==> config.mk <==
export PLATFORM = sky130hd
export DESIGN_NAME = dffrnq_rst_seq_flat
export DESIGN_NICKNAME = d
export VERILOG_FILES = /design/src/rtl/dffrnq_rst_seq_if.sv /design/src/rtl/dffrnq_rst_seq.sv /design/src/flat_wrapper.sv
export SDC_FILE = /design/constraint.sdc
export NUM_CORES = 1
export LEC_CHECK = 0
export BUFFER_PORTS_ARGS = -buffer_cell sky130_fd_sc_hd__buf_2
export CAP_MARGIN = 30
export CORE_MARGIN = 1.5
export CORE_UTILIZATION = 50
export DETAILED_ROUTE_END_ITERATION = 10
export PLACE_DENSITY = 0.66
export RECOVER_POWER = 25
export SLEW_MARGIN = 20
export SYNTH_ARGS = -nofsm -noshare
export SYNTH_HDL_FRONTEND = slang
export SYNTH_SLANG_ARGS = --single-unit
==> constraint.sdc <==
create_clock -name clk -period 3 [get_ports clk]
set_input_delay 0.15 -clock clk [delete_from_list [all_inputs] [get_ports clk]]
set_output_delay 0.15 -clock clk [all_outputs]
set_load 0.01 [all_outputs]
==> src/rtl/dffrnq_rst_seq_if.sv <==
`default_nettype none
// ============================================================================
//  Module   : dffrnq_rst_seq_if
//  Brief    : Soft-reset handshake and per-domain RN bus of the reset sequencer.
//  Revision : 1.0
// ============================================================================
interface dffrnq_rst_seq_if #(
    parameter int N_DOM = 4,
    parameter int GAP_W = 4
);
    logic [GAP_W-1:0] gap;
    logic             srst_req;
    logic             srst_ack;
    logic [N_DOM-1:0] rn_out;
    logic             done;

    // master: local controller and RN consumers; slave: the sequencer
    modport master (
        output gap,
        output srst_req,
        input  srst_ack,
        input  rn_out,
        input  done
    );

    modport slave (
        input  gap,
        input  srst_req,
        output srst_ack,
        output rn_out,
        output done
    );
endinterface
`default_nettype wire

==> src/rtl/dffrnq_rst_seq.sv <==
`default_nettype none
// ============================================================================
//  Module   : dffrnq_rst_seq
//  Brief    : Async-assert / sync-release sequencer for RN domains, with gap
//             control and four-phase soft-reset handshake.
//  Revision : 1.0
// ============================================================================
module dffrnq_rst_seq #(
    parameter int N_DOM       = 4,
    parameter int SYNC_STAGES = 2,
    parameter int GAP_W       = 4,
    parameter int HOLD_CYC    = 8
) (
    input  wire logic          clk,
    input  wire logic          rst_n,
    dffrnq_rst_seq_if.slave    bus
);

    localparam int c_HOLD_W = (HOLD_CYC > 1) ? $clog2(HOLD_CYC) : 1;
    localparam int c_CNT_W  = (GAP_W > c_HOLD_W) ? GAP_W : c_HOLD_W;
    localparam int c_IDX_W  = (N_DOM > 1) ? $clog2(N_DOM) : 1;

    localparam logic [c_IDX_W-1:0] c_LAST_IDX  = c_IDX_W'(N_DOM - 1);
    localparam logic [c_CNT_W-1:0] c_HOLD_LOAD = c_CNT_W'(HOLD_CYC - 1);

    typedef enum logic [2:0] {
        ST_SYNC = 3'd0,
        ST_REL  = 3'd1,
        ST_RUN  = 3'd2,
        ST_HOLD = 3'd3,
        ST_ACK  = 3'd4
    } state_t;

    state_t                 r_state;
    logic [SYNC_STAGES-1:0] r_sync;
    logic [c_CNT_W-1:0]     r_cnt;
    logic [c_IDX_W-1:0]     r_idx;
    logic [N_DOM-1:0]       r_rn_out;
    logic                   r_done;
    logic                   r_ack;

    logic [c_CNT_W-1:0]     w_gap_ext;
    logic [c_CNT_W-1:0]     w_first_load;

    assign w_gap_ext    = c_CNT_W'(bus.gap);
    // With a single domain, bit 0 is also the last release: no gap follows it.
    assign w_first_load = (c_LAST_IDX == '0) ? '0 : w_gap_ext;

    always_ff @(posedge clk or negedge rst_n) begin
        if (!rst_n) begin
            r_state  <= ST_SYNC;
            r_sync   <= '0;
            r_cnt    <= '0;
            r_idx    <= '0;
            r_rn_out <= '0;
            r_done   <= 1'b0;
            r_ack    <= 1'b0;
        end else begin
            r_sync <= {r_sync[SYNC_STAGES-2:0], 1'b1};
            case (r_state)
                ST_SYNC: begin
                    // Release bit 0 on the edge that sees the synchronizer output high.
                    if (r_sync[SYNC_STAGES-1]) begin
                        r_rn_out <= N_DOM'(1);
                        r_cnt    <= w_first_load;
                        r_idx    <= c_IDX_W'(1);
                        r_state  <= ST_REL;
                    end
                end
                ST_REL: begin
                    if (r_cnt != '0) begin
                        r_cnt <= r_cnt - c_CNT_W'(1);
                    end else if (r_rn_out[N_DOM-1]) begin
                        r_done  <= 1'b1;
                        r_state <= ST_RUN;
                    end else begin
                        r_rn_out[r_idx] <= 1'b1;
                        r_cnt           <= (r_idx == c_LAST_IDX) ? '0 : w_gap_ext;
                        r_idx           <= r_idx + c_IDX_W'(1);
                    end
                end
                ST_RUN: begin
                    if (bus.srst_req) begin
                        r_rn_out <= '0;
                        r_done   <= 1'b0;
                        r_cnt    <= c_HOLD_LOAD;
                        r_state  <= ST_HOLD;
                    end
                end
                ST_HOLD: begin
                    if (r_cnt != '0) begin
                        r_cnt <= r_cnt - c_CNT_W'(1);
                    end else begin
                        r_ack   <= 1'b1;
                        r_state <= ST_ACK;
                    end
                end
                ST_ACK: begin
                    // Request withdrawn: drop ACK and release bit 0 on the same edge.
                    if (!bus.srst_req) begin
                        r_ack    <= 1'b0;
                        r_rn_out <= N_DOM'(1);
                        r_cnt    <= w_first_load;
                        r_idx    <= c_IDX_W'(1);
                        r_state  <= ST_REL;
                    end
                end
                default: begin
                    r_state <= ST_SYNC;
                end
            endcase
        end
    end

    assign bus.rn_out   = r_rn_out;
    assign bus.done     = r_done;
    assign bus.srst_ack = r_ack;

endmodule
`default_nettype wire
==> src/flat_wrapper.sv <==
// flat-port wrapper written by rule: the top's interface ports become plain ports
module dffrnq_rst_seq_flat 
#(
    parameter int N_DOM       = 4,
    parameter int SYNC_STAGES = 2,
    parameter int GAP_W       = 4,
    parameter int HOLD_CYC    = 8
)
  (clk, rst_n, bus_gap, bus_srst_req, bus_srst_ack, bus_rn_out, bus_done);
  dffrnq_rst_seq_if #(.N_DOM(N_DOM), .GAP_W(GAP_W)) bus_i ();
  input  wire logic clk;
  input  wire logic rst_n;
  input wire logic [$bits(bus_i.gap)-1:0] bus_gap;
  input wire logic [$bits(bus_i.srst_req)-1:0] bus_srst_req;
  output wire logic [$bits(bus_i.srst_ack)-1:0] bus_srst_ack;
  output wire logic [$bits(bus_i.rn_out)-1:0] bus_rn_out;
  output wire logic [$bits(bus_i.done)-1:0] bus_done;
  assign bus_i.gap = bus_gap;
  assign bus_i.srst_req = bus_srst_req;
  assign bus_srst_ack = bus_i.srst_ack;
  assign bus_rn_out = bus_i.rn_out;
  assign bus_done = bus_i.done;
  dffrnq_rst_seq #(.N_DOM(N_DOM), .SYNC_STAGES(SYNC_STAGES), .GAP_W(GAP_W), .HOLD_CYC(HOLD_CYC)) u_core (.clk(clk), .rst_n(rst_n), .bus(bus_i));
endmodule
==> flow_summary.json, run 1 <==
{
  "max_stage_delay_ns": 0.51,
  "root_buffer": "sky130_fd_sc_hd__clkbuf_4",
  "relSlewSlack": 0.384,
  "die_h_um": 48.9,
  "peakVddDrop_mv": 0.501,
  "setup-tns-final_ns": 0,
  "fin_util": 0.588,
  "outcome": "finished, final reports clean",
  "core_region_area_um2": 1980,
  "die_x_um": 48.9,
  "finalClockSkew_ns": 0.00400,
  "p_total_w": 0.00113,
  "crit_chain": "inv_1 -> ha_1 -> or3b_1 -> o21a_1 -> or2_1 -> mux2_4",
  "clkSlewWorstSetupHoldPaths_ns": 0.09,
  "detail_route.drc_violations": 0,
  "wire_length_of_the_first_global_routing_pass_um": 3860,
  "cell_internal_pwr_w": 0.000646,
  "r2r_path_end": "u_core.r_cnt[1]",
  "min-delay-path-class": "in2reg",
  "post-synth-top-area-fraction": 0.404,
  "cp_data_arrival_time_ns": 2.41,
  "post_dp_hpwl_um": 1630,
  "pin_count": 13,
  "period_share": 0.743,
  "critical-path-slowest-cell": "sky130_fd_sc_hd__or3b_1",
  "cts_h_tree_lvls": 1,
  "cell_area_after_synthesis_um2": 1050,
  "synth_nets": 125,
  "clkPwrFrac": 0.107,
  "synth.distinct_cells": 40,
  "tightestPinTransition_ns": 0.924,
  "layout-area-overhead-vs-synth_pct": 10.7,
  "critical_path.endpoint": "u_core.r_cnt[1]",
  "reg2reg_from": "u_core.r_cnt[0]",
  "clock_tree.buffer_depth": 2,
  "p_switching_w": 0.000483,
  "drv_cap": 0,
  "post_drt_wl_per_cell_um": 14.5,
  "synthArstFlopShare": 1.00,
  "grt_start_max_net_pins": 18,
  "rsz0062_at_grt": "no",
  "via_per_inst": 5.71,
  "globalRouteTotalUtil": 0.214,
  "grt-ovfl-total": 0,
  "via_count_of_the_first_global_routing_pass": 798,
  "antenna-diode-count": 0,
  "max_clock_freq_ghz": 0.449,
  "critPathLaunchType": "register",
  "top_cell_types_by_occurrence_after_synthesis": "sky130_fd_sc_hd__dfrtp_1, sky130_fd_sc_hd__a21oi_1, sky130_fd_sc_hd__inv_1",
  "timing_worst_setup_path_type": "reg2reg",
  "finalCriticalPeriod_ns": 2.23,
  "starting_density_of_the_core": 0.532,
  "r2r_slack_ns": 0.77,
  "cts_setup_buffers": 0,
  "post_synth.cell_area_avg_um2": 9.41,
  "proportion_of_total_power_due_to_net_switching": 0.428,
  "setup.worst_path.start": "u_core.r_cnt[0]",
  "portBuffers": 12,
  "finalHoldViolations": 0,
  "placementRows": 16,
  "post-synth-top-count-cell": "sky130_fd_sc_hd__dfrtp_1",
  "worst_setup_path_end_kind": "register",
  "drive_above_1_share": 0.152,
  "postPlaceCellArea_um2": 1130,
  "antenna_found_initial": 0,
  "gp_congestion": 0.844,
  "setup_violations": 0,
  "synth_warnings": 0,
  "finalHoldWorstSlack_ns": 0.129,
  "post_synth_inst_count": 112,
  "num_vias": 868,
  "tritoncts.num_buffers": 3,
  "route.final.wire_length_um": 2200,
  "synth-seq-area-share": 0.404,
  "synthTopCellsByArea": "sky130_fd_sc_hd__dfrtp_1, sky130_fd_sc_hd__ha_1, sky130_fd_sc_hd__nor2b_1",
  "synth_flop_cell": "sky130_fd_sc_hd__dfrtp_1",
  "synthDominantAreaCellType": "sky130_fd_sc_hd__dfrtp_1",
  "slew_violations": 0,
  "cts_resized": 0,
  "ys_ff_latch": 17,
  "drt-pass1-iter-count": 4,
  "holdBufCountCts": 1,
  "power_density_nw_per_um2": 968,
  "finish.instance_area_um2": 1170,
  "r2r.worst_path.cells": 6,
  "synth-edff-count": 0,
  "seq_power_share": 0.371,
  "standby_leakage_power_nw": 0.512,
  "worst_ep_required_ns": 3.18,
  "nets": 139,
  "tritoncts": "yes",
  "comb_power_share": 0.523,
  "die_area_um2": 2390,
  "clock_sink_count": 17,
  "drt-initial-drc-count": 8,
  "ant_nets": 0,
  "worst-path-max-fanout": 12,
  "clk_latency_ns": 0.29
}
through the flow:
stage / worst slack [ns] / cells
finish: 0.771 / 152
global route: 0.630 / 152
CTS: 0.783 / 152
detailed placement: 0.797 / 147
global placement: 0.847 / 147
floorplan: 1.04 / 112
cell usage in the layout (no fill, tap or decap), types with 2 or more instances in the layout:
cell type and n:
sky130_fd_sc_hd__a221oi_1 3, sky130_fd_sc_hd__o21ai_0 4, sky130_fd_sc_hd__o31ai_1 3, sky130_fd_sc_hd__o22ai_1 2
sky130_fd_sc_hd__nor3_1 5, sky130_fd_sc_hd__a21oi_1 8, sky130_fd_sc_hd__nor2b_1 7, sky130_fd_sc_hd__ha_1 6
sky130_fd_sc_hd__nor2_1 6, sky130_fd_sc_hd__clkbuf_4 3, sky130_fd_sc_hd__clkbuf_1 2, sky130_fd_sc_hd__nand4_1 2
sky130_fd_sc_hd__buf_4 2, sky130_fd_sc_hd__nand3_1 2, sky130_fd_sc_hd__nand2_1 6, sky130_fd_sc_hd__buf_2 11
sky130_fd_sc_hd__a31oi_1 3, sky130_fd_sc_hd__nand2b_1 3, sky130_fd_sc_hd__dfrtp_1 17, sky130_fd_sc_hd__inv_1 8
cells by family after synthesis:
group | after synthesis | share of synthesized area
AOI/OAI and AO/OA | 31 | 0.219
xor gates and xnor gates | 2 | 0.0166
adders and majority gates | 6 | 0.0713
buffers and inverters | 14 | 0.0582
DFF | 17 | 0.404
muxes | 2 | 0.0249
other | 1 | 0.00356
and+or+nand+nor | 39 | 0.203
sequential cells by signal, summed over array words and instances (netlist names):
| signal | flops |
|---|---|
| u_core.r_cnt | 4 |
| u_core.r_idx | 2 |
| u_core.bus.rn_out | 4 |
| u_core.r_state | 3 |
| u_core.r_sync | 2 |
| u_core.bus.done | 1 |
| u_core.bus.srst_ack | 1 |
routing by layer:
metal,vias up,part of all wire,GRT usage
met3,4,0.041,0.0368
met5,-,0,0
met2,18,0.44,0.320
li1,436,-,-
met1,410,0.50,0.312
met4,0,0.014,0.0714
power groups by stage:
stage	registers (W)	logic, W	clock network [W]
final	0.000418	0.000590	0.000120
after global routing	0.000436	0.000672	0.000135
after CTS	0.000417	0.000592	0.000125
after detailed placement	0.000423	0.000587	0
after global placement	0.000419	0.000576	0
after floorplan	0.000397	0.000471	0
area by class of cell:
type,count,area [um^2]
Clock buffer,4,26.3
Fill cell,176,816
Inverter,8,30.0
Multi-Input combinational cell,81,567
Sequential cell,17,425
Tap cell,27,33.8
Timing Repair Buffer,15,83.8
worst max-delay path: cells and delay by family, from the launching register on:
family | cells | cell delay, ns
flops | 1 | 0.44
buf+inv | 1 | 0.12
mux | 1 | 0.31
fa+ha+maj | 1 | 0.18
compound gates | 1 | 0.28
simple gates | 2 | 0.80
how the worst min path moves through the flow:
stage	from	to	slack, ns	cells after the start
final	bus_gap[2]	u_core.r_cnt[2]	0.13	3
after global routing	bus_gap[2]	u_core.r_cnt[2]	0.14	3
after CTS	bus_gap[2]	u_core.r_cnt[2]	0.13	3
after detailed placement	rst_n	u_core.bus.rn_out[2]	0.1	1
after global placement	rst_n	u_core.bus.rn_out[2]	0.09	1
after floorplan	rst_n	u_core.bus.done	-0.15	0
No activity file was read; power rests on OpenSTA's default activity.
==> run 2, diff against run 1 <==
Settings changed: ABC_AREA set to 1.
Clock period 3 ns to 2.1 ns, I/O delays scaled along.
==> run 2 against run 1 <==
Worst setup slack got worse by 0.35 ns. Via count rose by 25%. Critical endpoint is now u_core.r_cnt[3]. Largest power group unchanged. Count of clock-buffer cells in the layout is the same.
==> flow_summary.json, run 2 <==
{
  "outcome": "finished, final reports clean",
  "cp_data_arrival_time_ns": 1.87,
  "relSlewSlack": 0.366,
  "num_vias": 1082,
  "post_dp_hpwl_um": 1920,
  "finalHoldWorstSlack_ns": 0.142,
  "tritoncts": "yes",
  "placementRows": 17,
  "tightestPinTransition_ns": 0.951,
  "peakVddDrop_mv": 0.800,
  "slew_violations": 0,
  "worst_setup_path_end_kind": "register",
  "finalClockSkew_ns": 0.00428,
  "cell_area_after_synthesis_um2": 1200,
  "hold_path_startpoint": "bus_gap[1]",
  "final_common_cell": "sky130_fd_sc_hd__nand2_1",
  "min_delay_worst_endpoint": "u_core.r_cnt[1]",
  "yosys-mux-area-fraction": 0,
  "synth_nets": 177,
  "wire_length_of_the_first_global_routing_pass_um": 4460,
  "layout-area-overhead-vs-synth_pct": 10.9,
  "clock_sink_count": 17,
  "power_density_nw_per_um2": 1600,
  "core_region_area_um2": 2230,
  "setup_violations": 0,
  "antenna-diode-count": 0,
  "drive_above_1_share": 0.227,
  "grt-ovfl-total": 0,
  "route.final.wire_length_um": 2480,
  "worst_ep_required_ns": 2.29,
  "synth-adder-area-share": 0.0626,
  "synth-simple-area-share": 0.399,
  "max_clock_freq_ghz": 0.596,
  "worst_slack_ns": 0.423,
  "crit_chain": "inv_1 -> ha_1 -> nand3_2 -> inv_1 -> o211ai_1 -> nand2_4 -> inv_4 -> nor2_1 -> nor2_1",
  "met2_usage": 0.323,
  "synth_compound_gate_area_share": 0.100,
  "via_count_of_the_first_global_routing_pass": 979,
  "tritoncts.num_buffers": 3,
  "top_cell_types_by_occurrence_after_synthesis": "sky130_fd_sc_hd__nand2_1, sky130_fd_sc_hd__inv_1, sky130_fd_sc_hd__nand3_1",
  "cts_h_tree_lvls": 1,
  "die_area_um2": 2700,
  "ys_ff_latch": 17,
  "critPathLaunchType": "register",
  "via_per_inst": 5.18,
  "globalRouteTotalUtil": 0.224,
  "clock_tree.buffer_depth": 2,
  "antenna_found_initial": 0,
  "die_x_um": 52.0,
  "synth-edff-count": 0,
  "r2r_path_end": "u_core.r_cnt[3]",
  "post_synth.cell_area_avg_um2": 7.31,
  "portBuffers": 12,
  "worst-path-max-fanout": 8,
  "min-delay-path-class": "in2reg",
  "reg2reg_from": "u_core.r_cnt[0]",
  "timing.hold.worst_path_depth": 5,
  "drv_cap": 0,
  "numPlacedInstances": 204,
  "root_buffer": "sky130_fd_sc_hd__clkbuf_4",
  "rsz0062_at_grt": "no",
  "final_cell_count_no_fill": 209,
  "final_cell_mix": "sky130_fd_sc_hd__nand2_1, sky130_fd_sc_hd__inv_1, sky130_fd_sc_hd__nand3_1, sky130_fd_sc_hd__dfrtp_1",
  "setup-tns-final_ns": 0,
  "die_h_um": 52.0,
  "drt-initial-drc-count": 31,
  "synth-seq-area-share": 0.355,
  "synth_warnings": 0,
  "r2r_slack_ns": 0.42,
  "gp_congestion": 0.915,
  "detail_route.drc_violations": 0,
  "starting_density_of_the_core": 0.537,
  "period_share": 0.799,
  "grt_start_max_net_pins": 18,
  "drt-pass1-iter-count": 4,
  "grt_busiest_layer": "met1",
  "post_synth_xor_area_fraction": 0,
  "finalCriticalPeriod_ns": 1.68,
  "post-synth-top-count-cell": "sky130_fd_sc_hd__nand2_1",
  "synthArstFlopShare": 1.00,
  "max_stage_delay_ns": 0.41,
  "r2r.worst_path.cells": 9,
  "ant_nets": 0,
  "met3_global_route_usage": 0.0345,
  "post_drt_wl_per_cell_um": 11.9,
  "grt_use_met1": 0.335,
  "synth_flop_cell": "sky130_fd_sc_hd__dfrtp_1",
  "cts_setup_buffers": 0,
  "critical-path-slowest-cell": "sky130_fd_sc_hd__dfrtp_1",
  "post_synth_inst_count": 164,
  "clkSlewWorstSetupHoldPaths_ns": 0.10,
  "post-synth-top-area-fraction": 0.355,
  "nets": 195,
  "clk_latency_ns": 0.29,
  "synth_top_family_by_area": "simple AND/OR/NAND/NOR gates",
  "timing_worst_setup_path_type": "reg2reg",
  "pin_count": 13,
  "finalHoldViolations": 0,
  "synthTopCellsByArea": "sky130_fd_sc_hd__dfrtp_1, sky130_fd_sc_hd__nand2_1, sky130_fd_sc_hd__nand3_1",
  "synth.distinct_cells": 24,
  "standby_leakage_power_nw": 0.739,
  "preCtsSetupSlack_ns": 0.451,
  "synthDominantAreaCellType": "sky130_fd_sc_hd__dfrtp_1"
}
run 2: cell types whose count changed after synthesis, sizes merged, moves of 4 or more:
cell and delta:
o21ai +11, nand2 +53, clkbuf -4, nand3 +20, nor2b -7, inv +15
a21oi -7, nor2 +7, nor3 -5
run 2: timing repair:
item,4_1_cts,5_1_grt
endpoints found under the hold margin,17,0
setup endpoints to repair,0,0
hold buffers,1,0
gates resized for setup,0,0
run 2: kinds of logic after synthesis:
| logic type | after synthesis |
|---|---|
| adder cells (fa/ha/maj) | 6 |
| AO/OA/AOI/OAI | 20 |
| other | 1 |
| AND/OR/NAND/NOR | 96 |
| buffers and inverters | 24 |
| flip-flops | 17 |
run 2: stage by stage:
stage	area [um^2]	total power [W]	util
2_1_floorplan	1200	0.00165	-
3_3_place_gp	1290	0.00195	0.579
3_5_place_dp	1290	0.00195	0.579
4_1_cts	1330	0.00214	0.596
5_1_grt	1330	0.00238	0.595
6_report	1330	0.00213	0.595
run 2: metal layers:
metal | vias up | wire length [um]
li1 | 556 | -
met1 | 481 | 1230
met2 | 40 | 1020
met3 | 5 | 197
met4 | 0 | 34
met5 | - | 0
run 2: worst max path at each step:
stage / from / slack [ns] / cells after the start / end
5_1_grt: u_core.r_cnt[0] / 0.23 / 9 / u_core.r_cnt[3]
4_1_cts: u_core.r_cnt[0] / 0.43 / 9 / u_core.r_cnt[3]
2_1_floorplan: u_core.r_cnt[0] / 0.64 / 9 / u_core.r_cnt[3]
3_3_place_gp: u_core.r_state[2] / 0.50 / 8 / u_core.bus.rn_out[3]
3_5_place_dp: u_core.r_cnt[0] / 0.45 / 9 / u_core.r_cnt[3]
6_report: u_core.r_cnt[0] / 0.42 / 9 / u_core.r_cnt[3]
run 2: critical path, delay by kind of cell, from the launching register on:
| kind | cells | cell delay, ns |
|---|---|---|
| fa+ha+maj | 1 | 0.19 |
| compound gates | 1 | 0.18 |
| buf+inv | 3 | 0.37 |
| simple gates | 4 | 0.44 |
| flops | 1 | 0.41 |
run 2: layout make-up:
cell class	count	area (um^2)
Inverter	23	88.8
Multi-Input combinational cell	123	677
Fill cell	207	905
Sequential cell	17	425
Clock buffer	4	26.3
Tap cell	28	35.0
Timing Repair Buffer	14	76.3
run 2: report_power, final:
group          leakage [nW]  internal (W)  switching (W)
sequential            0.207      0.000471       0.000153
combinational         0.518      0.000499       0.000832
clock                0.0150     0.0000739       0.000101
